**src/rtl/dec_scan_driver_if.sv**
```systemverilog
// rtl/dec_scan_driver_if.sv - control and decoder-select bundle for dec_scan_driver
// Optional frame_start member present only when DEC_SCAN_FRAME_PULSE_EN is defined.
interface dec_scan_driver_if #(
    parameter int SEL_W = 2
);
    logic                  run;
    logic                  hold;
    logic [2**SEL_W-1:0]   mask;
    logic [SEL_W-1:0]      a;
    logic                  en;
`ifdef DEC_SCAN_FRAME_PULSE_EN
    logic                  frame_start;
`endif

    modport master (
        input  run,
        input  hold,
        input  mask,
`ifdef DEC_SCAN_FRAME_PULSE_EN
        output frame_start,
`endif
        output a,
        output en
    );

    modport slave (
        output run,
        output hold,
        output mask,
`ifdef DEC_SCAN_FRAME_PULSE_EN
        input  frame_start,
`endif
        input  a,
        input  en
    );
endinterface

```
**src/rtl/dec_scan_driver.sv**
```systemverilog
// rtl/dec_scan_driver.sv - scans enabled decoder select codes with dwell and blanking gap
// Optional frame_start pulse is built when DEC_SCAN_FRAME_PULSE_EN is defined.
module dec_scan_driver #(
    parameter int SEL_W = 2,
    parameter int DWELL = 1000,
    parameter int BLANK = 10
) (
    input  logic              i_clk,
    input  logic              i_rst,
    dec_scan_driver_if.master bus
);
    localparam int NCODE   = 2**SEL_W;
    localparam int CNT_MAX = (DWELL > BLANK) ? ((DWELL > 2) ? DWELL : 2)
                                             : ((BLANK > 2) ? BLANK : 2);
    localparam int CNT_W   = $clog2(CNT_MAX);
    localparam logic [CNT_W-1:0] DWELL_LAST = CNT_W'(DWELL - 1);
    localparam logic [CNT_W-1:0] BLANK_LAST = CNT_W'((BLANK > 0) ? BLANK - 1 : 0);

    typedef enum logic [1:0] {
        S_IDLE   = 2'd0,
        S_ACTIVE = 2'd1,
        S_BLANK  = 2'd2
    } state_t;

    state_t           r_state;
    logic [SEL_W-1:0] r_a;
    logic             r_en;
    logic [CNT_W-1:0] r_cnt;

    state_t           w_state_nxt;
    logic [SEL_W-1:0] w_a_nxt;
    logic             w_en_nxt;
    logic [CNT_W-1:0] w_cnt_nxt;

    logic [SEL_W-1:0] w_low;
    logic [SEL_W-1:0] w_above;
    logic             w_above_found;
    logic [SEL_W-1:0] w_next;
    logic             w_mask_any;
    logic             w_dwell_done;
    logic             w_blank_done;
    logic             w_step;

    // Descending walk so the lowest qualifying index is the last one written.
    always_comb begin
        w_low         = '0;
        w_above       = '0;
        w_above_found = 1'b0;
        for (int i = NCODE - 1; i >= 0; i--) begin
            if (bus.mask[i]) begin
                w_low = SEL_W'(i);
                if (i > int'(r_a)) begin
                    w_above       = SEL_W'(i);
                    w_above_found = 1'b1;
                end
            end
        end
    end

    assign w_next       = w_above_found ? w_above : w_low;
    assign w_mask_any   = |bus.mask;
    assign w_dwell_done = (r_state == S_ACTIVE) && (r_cnt == DWELL_LAST);
    assign w_blank_done = (r_state == S_BLANK) && (r_cnt == BLANK_LAST);
    // A new code is chosen at the end of a blank, or straight after a dwell when there is no gap.
    assign w_step       = w_blank_done || (w_dwell_done && (BLANK == 0));

    always_ff @(posedge i_clk) begin
        if (i_rst) begin
            r_state <= S_IDLE;
            r_a     <= '0;
            r_en    <= 1'b0;
            r_cnt   <= '0;
        end else begin
            r_state <= w_state_nxt;
            r_a     <= w_a_nxt;
            r_en    <= w_en_nxt;
            r_cnt   <= w_cnt_nxt;
        end
    end

    always_comb begin
        w_state_nxt = r_state;
        if (!bus.run) begin
            w_state_nxt = S_IDLE;
        end else if (!bus.hold) begin
            case (r_state)
                S_IDLE: begin
                    if (w_mask_any) w_state_nxt = S_ACTIVE;
                end
                S_ACTIVE: begin
                    if (w_dwell_done) begin
                        if (BLANK > 0)        w_state_nxt = S_BLANK;
                        else if (!w_mask_any) w_state_nxt = S_IDLE;
                    end
                end
                S_BLANK: begin
                    if (w_blank_done) w_state_nxt = w_mask_any ? S_ACTIVE : S_IDLE;
                end
                default: w_state_nxt = S_IDLE;
            endcase
        end
    end

    always_comb begin
        w_a_nxt   = r_a;
        w_en_nxt  = r_en;
        w_cnt_nxt = r_cnt;
        if (!bus.run) begin
            w_en_nxt  = 1'b0;
            w_cnt_nxt = '0;
        end else if (!bus.hold) begin
            case (r_state)
                S_IDLE: begin
                    if (w_mask_any) begin
                        w_a_nxt   = w_low;
                        w_en_nxt  = 1'b1;
                        w_cnt_nxt = '0;
                    end
                end
                S_ACTIVE, S_BLANK: begin
                    if (w_dwell_done || w_blank_done) begin
                        w_cnt_nxt = '0;
                        if (w_step && w_mask_any) begin
                            w_a_nxt  = w_next;
                            w_en_nxt = 1'b1;
                        end else begin
                            w_en_nxt = 1'b0;
                        end
                    end else begin
                        w_cnt_nxt = r_cnt + 1'b1;
                    end
                end
                default: begin
                    w_en_nxt  = 1'b0;
                    w_cnt_nxt = '0;
                end
            endcase
        end
    end

    assign bus.a  = r_a;
    assign bus.en = r_en;

`ifdef DEC_SCAN_FRAME_PULSE_EN
    logic r_frame;
    logic w_frame_nxt;

    // A frame begins whenever the lowest set code is (re)entered; hold forces it low.
    always_comb begin
        w_frame_nxt = 1'b0;
        if (bus.run && !bus.hold && w_mask_any) begin
            if (r_state == S_IDLE)               w_frame_nxt = 1'b1;
            else if (w_step && (w_next == w_low)) w_frame_nxt = 1'b1;
        end
    end

    always_ff @(posedge i_clk) begin
        if (i_rst) r_frame <= 1'b0;
        else       r_frame <= w_frame_nxt;
    end

    assign bus.frame_start = r_frame;
`endif
endmodule

```
**src/flat_wrapper.sv**
```systemverilog
// flat-port wrapper written by rule: the top's interface ports become plain ports
module dec_scan_driver_flat 
#(
    parameter int SEL_W = 2,
    parameter int DWELL = 1000,
    parameter int BLANK = 10
)
  (i_clk, i_rst, bus_run, bus_hold, bus_mask, bus_a, bus_en);
  dec_scan_driver_if #(.SEL_W(SEL_W)) bus_i ();
  input  logic i_clk;
  input  logic i_rst;
  input wire logic [$bits(bus_i.run)-1:0] bus_run;
  input wire logic [$bits(bus_i.hold)-1:0] bus_hold;
  input wire logic [$bits(bus_i.mask)-1:0] bus_mask;
  output wire logic [$bits(bus_i.a)-1:0] bus_a;
  output wire logic [$bits(bus_i.en)-1:0] bus_en;
  assign bus_i.run = bus_run;
  assign bus_i.hold = bus_hold;
  assign bus_i.mask = bus_mask;
  assign bus_a = bus_i.a;
  assign bus_en = bus_i.en;
  dec_scan_driver #(.SEL_W(SEL_W), .DWELL(DWELL), .BLANK(BLANK)) u_core (.i_clk(i_clk), .i_rst(i_rst), .bus(bus_i));
endmodule
```
**config.mk**
```make
export PLATFORM = sky130hd
export DESIGN_NAME = dec_scan_driver_flat
export DESIGN_NICKNAME = d
export VERILOG_FILES = /design/src/rtl/dec_scan_driver_if.sv /design/src/rtl/dec_scan_driver.sv /design/src/flat_wrapper.sv
export SDC_FILE = /design/constraint.sdc
export NUM_CORES = 1
export LEC_CHECK = 0
export CORE_UTILIZATION = 45
export CTS_BUF_LIST = sky130_fd_sc_hd__clkbuf_4 sky130_fd_sc_hd__clkbuf_8
export CTS_CLUSTER_SIZE = 25
export DETAILED_ROUTE_END_ITERATION = 8
export HOLD_SLACK_MARGIN = 0.15
export PLACE_DENSITY = 0.65
export SYNTH_ARGS = -nofsm -noshare
export SYNTH_HDL_FRONTEND = slang
export SYNTH_SLANG_ARGS = --single-unit
export TNS_END_PERCENT = 50
```
**constraint.sdc**
```tcl
create_clock -name i_clk -period 1.75 [get_ports i_clk]
set_clock_uncertainty 0.1 [all_clocks]
set_input_delay 0.175 -clock i_clk [delete_from_list [all_inputs] [get_ports i_clk]]
set_output_delay 0.175 -clock i_clk [all_outputs]
set_load 0.01 [all_outputs]
```
==> metrics.txt <==
# TYPE chip_impl_metric gauge
chip_impl_metric{name="min_period_over_period",unit="%"} 99.6
chip_impl_metric{name="synth_area_per_cell",unit="um^2"} 8.97
chip_impl_metric{name="leakage_power_of_the_design",unit="nW"} 0.477
chip_impl_metric{name="totalPowerFinal",unit="W"} 0.000738
chip_impl_metric{name="worst_path_largest_cell_delay",unit="ns"} 0.35
chip_impl_metric{name="timing.reg2reg.worst_path_depth",unit=""} 7
chip_impl_metric{name="route.detailed.drc",unit=""} 0
chip_impl_metric{name="port_buffers",unit=""} 10
chip_impl_metric{name="max_slew_margin",unit="%"} 74.5
chip_impl_info{name="layout_commonest_cell",value="buf_4"} 1
chip_impl_metric{name="die_width",unit="um"} 50.3
chip_impl_info{name="most-common-layout-cells",value="buf_4, nor2_1, clkdlybuf4s50_1, dfxtp_1, nand3_1"} 1
chip_impl_metric{name="seqCellArea",unit="um^2"} 307
chip_impl_metric{name="antenna_cells",unit=""} 0
chip_impl_metric{name="p_clk_share",unit="%"} 29.9
chip_impl_info{name="path_cells",value="inv_2 > ha_4 > nor4b_4 > nand4_1 > a21boi_2 > nor3b_4 > nor3_2"} 1
chip_impl_metric{name="regToRegSetupSlack",unit="ns"} 0.007
chip_impl_metric{name="die_height",unit="um"} 50.3
chip_impl_metric{name="clk_lat_worst_skew",unit="ns"} 0.29
chip_impl_metric{name="drt-vias-per-instance",unit=""} 5.34
chip_impl_metric{name="fin_nets",unit=""} 163
chip_impl_info{name="unrepaired_setup_endpoints_after_global_routing",value="yes"} 1
chip_impl_metric{name="fin_util",unit="%"} 63.5
chip_impl_metric{name="comb_power_share",unit="%"} 22.0
chip_impl_metric{name="post_synth_num_cell_types",unit=""} 39
chip_impl_metric{name="tritoncts.num_buffers",unit=""} 3
chip_impl_info{name="clockRootBuffer",value="clkbuf_4"} 1
chip_impl_metric{name="area_of_the_die",unit="um^2"} 2530
chip_impl_metric{name="number_of_synthesized_register_bits",unit=""} 15
chip_impl_info{name="start_point_of_the_worst_min_delay_path",value="i_rst"} 1
chip_impl_metric{name="drv_cap",unit=""} 0
chip_impl_metric{name="rows",unit=""} 17
chip_impl_metric{name="asyncSetResetFlopFracSynth",unit="%"} 0
chip_impl_metric{name="routabilityCongestion",unit=""} 0.815
chip_impl_metric{name="globalRouteTotalUtil",unit="%"} 21.9
chip_impl_metric{name="power_frac_seq",unit="%"} 48.1
chip_impl_metric{name="postCtsHoldBufs",unit=""} 0
chip_impl_info{name="hold-path-endpoint",value="u_core.bus.a[0]"} 1
chip_impl_metric{name="multi_input_area",unit="um^2"} 757
chip_impl_metric{name="initial_antenna_violation_count",unit=""} 0
chip_impl_metric{name="mappedNetlistNets",unit=""} 131
chip_impl_info{name="worst_path_dominant_cell_family",value="simple AND/OR/NAND/NOR gates"} 1
chip_impl_metric{name="yosys_warnings",unit=""} 0
chip_impl_metric{name="max_slew.worst_pin.slew",unit="ns"} 0.380
chip_impl_metric{name="detailedRoute.firstIterationViolations",unit=""} 17
chip_impl_info{name="critPathLaunchType",value="flip-flop"} 1
chip_impl_metric{name="cts_max_level",unit=""} 1
chip_impl_metric{name="grt_overflow",unit=""} 0
chip_impl_metric{name="core_area",unit="um^2"} 2210
chip_impl_info{name="path_class",value="reg -> reg"} 1
chip_impl_info{name="cts_tree",value="done"} 1
chip_impl_metric{name="power.density",unit="nW/um^2"} 526
chip_impl_metric{name="final_setup_violating_endpoints",unit=""} 0
chip_impl_metric{name="global_route_wire_length_before_repair",unit="um"} 4150
chip_impl_metric{name="critical_path_buf_inv_count",unit=""} 1
chip_impl_info{name="timing.critical_path.slowest_stage_cell",value="dfxtp_2"} 1
chip_impl_metric{name="wl_per_cell",unit="um"} 13.9
chip_impl_metric{name="switching_share",unit="%"} 26.9
chip_impl_metric{name="final_design_area_no_fill",unit="um^2"} 1400
chip_impl_info{name="critical_r2r_launch",value="u_core.r_cnt[1]"} 1
chip_impl_metric{name="synthCells",unit=""} 117
chip_impl_metric{name="netSwitchingPower",unit="W"} 0.000198
chip_impl_metric{name="p_int",unit="W"} 0.000540
chip_impl_metric{name="syn_area",unit="um^2"} 1050
chip_impl_metric{name="place_area",unit="um^2"} 1280
chip_impl_metric{name="design.portCount",unit=""} 11
chip_impl_metric{name="ys_seq_area_share",unit="%"} 28.6
chip_impl_metric{name="synth_enable_flop_cells",unit=""} 0
chip_impl_info{name="worst_r2r_endpoint",value="u_core.bus.a[1]"} 1
chip_impl_metric{name="cp.arrival",unit="ns"} 1.83
chip_impl_metric{name="timing.critical_path.required",unit="ns"} 1.84
chip_impl_metric{name="initial_core_util",unit="%"} 47.5
chip_impl_metric{name="detailedPlacementHpwl",unit="um"} 1840
chip_impl_info{name="hold_path.class",value="in -> reg"} 1
chip_impl_metric{name="numClockSinks",unit=""} 15
chip_impl_metric{name="final_layout_size_suffix_gt1_share",unit="%"} 34.5
chip_impl_metric{name="drt_pass1_iterations",unit=""} 4
chip_impl_metric{name="final-hold-violation-count",unit=""} 0
chip_impl_metric{name="cp_max_fo",unit=""} 3
chip_impl_info{name="result_of_the_run",value="finished, final reports clean"} 1
chip_impl_metric{name="synthToLayoutAreaGrowth",unit="%"} 33.7
chip_impl_metric{name="fill_cells",unit=""} 204
chip_impl_metric{name="post_layout_minimum_cycle_time",unit="ns"} 1.74
chip_impl_metric{name="clk_path_buf_depth",unit=""} 2
chip_impl_metric{name="wl",unit="um"} 2450
chip_impl_metric{name="routed-via-count",unit=""} 940
chip_impl_metric{name="grt_max_degree",unit=""} 12
chip_impl_metric{name="tns",unit="ns"} 0
chip_impl_info{name="synth_flop_cell",value="dfxtp_1"} 1
chip_impl_metric{name="clk_transition_reported_paths",unit="ns"} 0.10
chip_impl_metric{name="hold_path_depth",unit=""} 2
chip_impl_info{name="setup.worst_path.end_class",value="flip-flop"} 1
chip_impl_metric{name="max_freq",unit="MHz"} 574
chip_impl_metric{name="report.final.slew_viol_count",unit=""} 0
chip_impl_metric{name="vdd.ir_drop.worst",unit="V"} 0.000507
chip_impl_metric{name="first_global_vias",unit=""} 951
chip_impl_metric{name="antenna_violating_nets_post_route",unit=""} 0
-- worst max-delay path by stage --
stage / from / endpoint / depth (start not counted) / slack, ns
final: u_core.r_cnt[1] / u_core.bus.a[1] / 7 / 0.007
after global placement: bus_mask[0] / u_core.r_cnt[2] / 6 / -0.11
after detailed placement: bus_mask[0] / u_core.bus.a[1] / 6 / -0.14
after floorplan: u_core.r_cnt[0] / u_core.r_cnt[3] / 7 / 0.16
after CTS: u_core.r_state[0] / u_core.bus.a[1] / 7 / 0.02
after global routing: u_core.r_cnt[1] / u_core.bus.a[1] / 7 / -0.08
-- flip-flops by register name, indices dropped and copies added (netlist names) --
name and flops:
u_core.r_cnt 10, u_core.bus.a 2, u_core.bus.en 1, u_core.r_state 2
-- logic make-up (layout without fill, tap and decap cells) --
kind of cell / Yosys count / in the layout / share of synthesized area (%)
xor+xnor: 7 / 7 / 5.84
mux: 1 / 1 / 0.954
flops: 15 / 15 / 28.6
simple gates: 57 / 57 / 32.8
fa+ha+maj: 6 / 6 / 7.15
buf+inv: 9 / 40 / 6.20
compound gates: 22 / 22 / 18.5
-- Yosys cell counts, types with 3 or more instances --
library cell | count | area, um^2
nor2_1 | 19 | 71.3
dfxtp_1 | 15 | 300
nand3_1 | 7 | 35.0
ha_1 | 6 | 75.1
inv_1 | 6 | 22.5
nand2_1 | 5 | 18.8
xnor2_1 | 5 | 43.8
nand4_1 | 4 | 25.0
nor2b_1 | 4 | 25.0
nor3_1 | 4 | 20.0
o21ai_0 | 4 | 20.0
a21oi_1 | 3 | 15.0
o31ai_1 | 3 | 22.5
-- layer usage --
layer | share of wire (%) | global-route usage, % | vias up | wire, um
li1 | - | - | 481 | -
met1 | 45 | 26.4 | 444 | 1090
met2 | 52 | 36.4 | 9 | 1270
met3 | 1.7 | 6.06 | 6 | 42
met4 | 1.7 | 8.80 | 0 | 41
met5 | 0 | 0 | - | 0
-- power groups by stage --
stage / registers [W] / logic (W) / clock network, W
6_report: 0.000355 / 0.000162 / 0.000221
5_1_grt: 0.000357 / 0.000175 / 0.000246
3_5_place_dp: 0.000361 / 0.000144 / 0
3_3_place_gp: 0.000361 / 0.000140 / 0
4_1_cts: 0.000354 / 0.000148 / 0.000229
2_1_floorplan: 0.000363 / 0.0000774 / 0
-- through the flow --
stage / std cells / hold slack [ns] / setup WS (ns)
after global routing: 176 / 0.418 / -0.0797
after floorplan: 117 / 0.145 / 0.159
after CTS: 175 / 0.414 / 0.0229
after detailed placement: 171 / 0.412 / -0.139
after global placement: 171 / 0.399 / -0.112
final: 176 / 0.417 / 0.00663
-- area by class of cell --
cell class / instances / area share [%]
multi-input cells: 93 / 53.9
flip-flops and latches: 15 / 21.8
repair buffers: 30 / 17.8
well taps: 28 / 2.50
clock buffers: 4 / 2.14
inverters: 6 / 1.78
-- repair_timing --
action	in CTS	in global routing
endpoints found under the hold margin	0	0
resized for setup	5	16
endpoints found under the setup margin	10	13
pin swaps	2	7
buffers inserted	0	1
No activity file was read; power rests on OpenSTA's default activity.
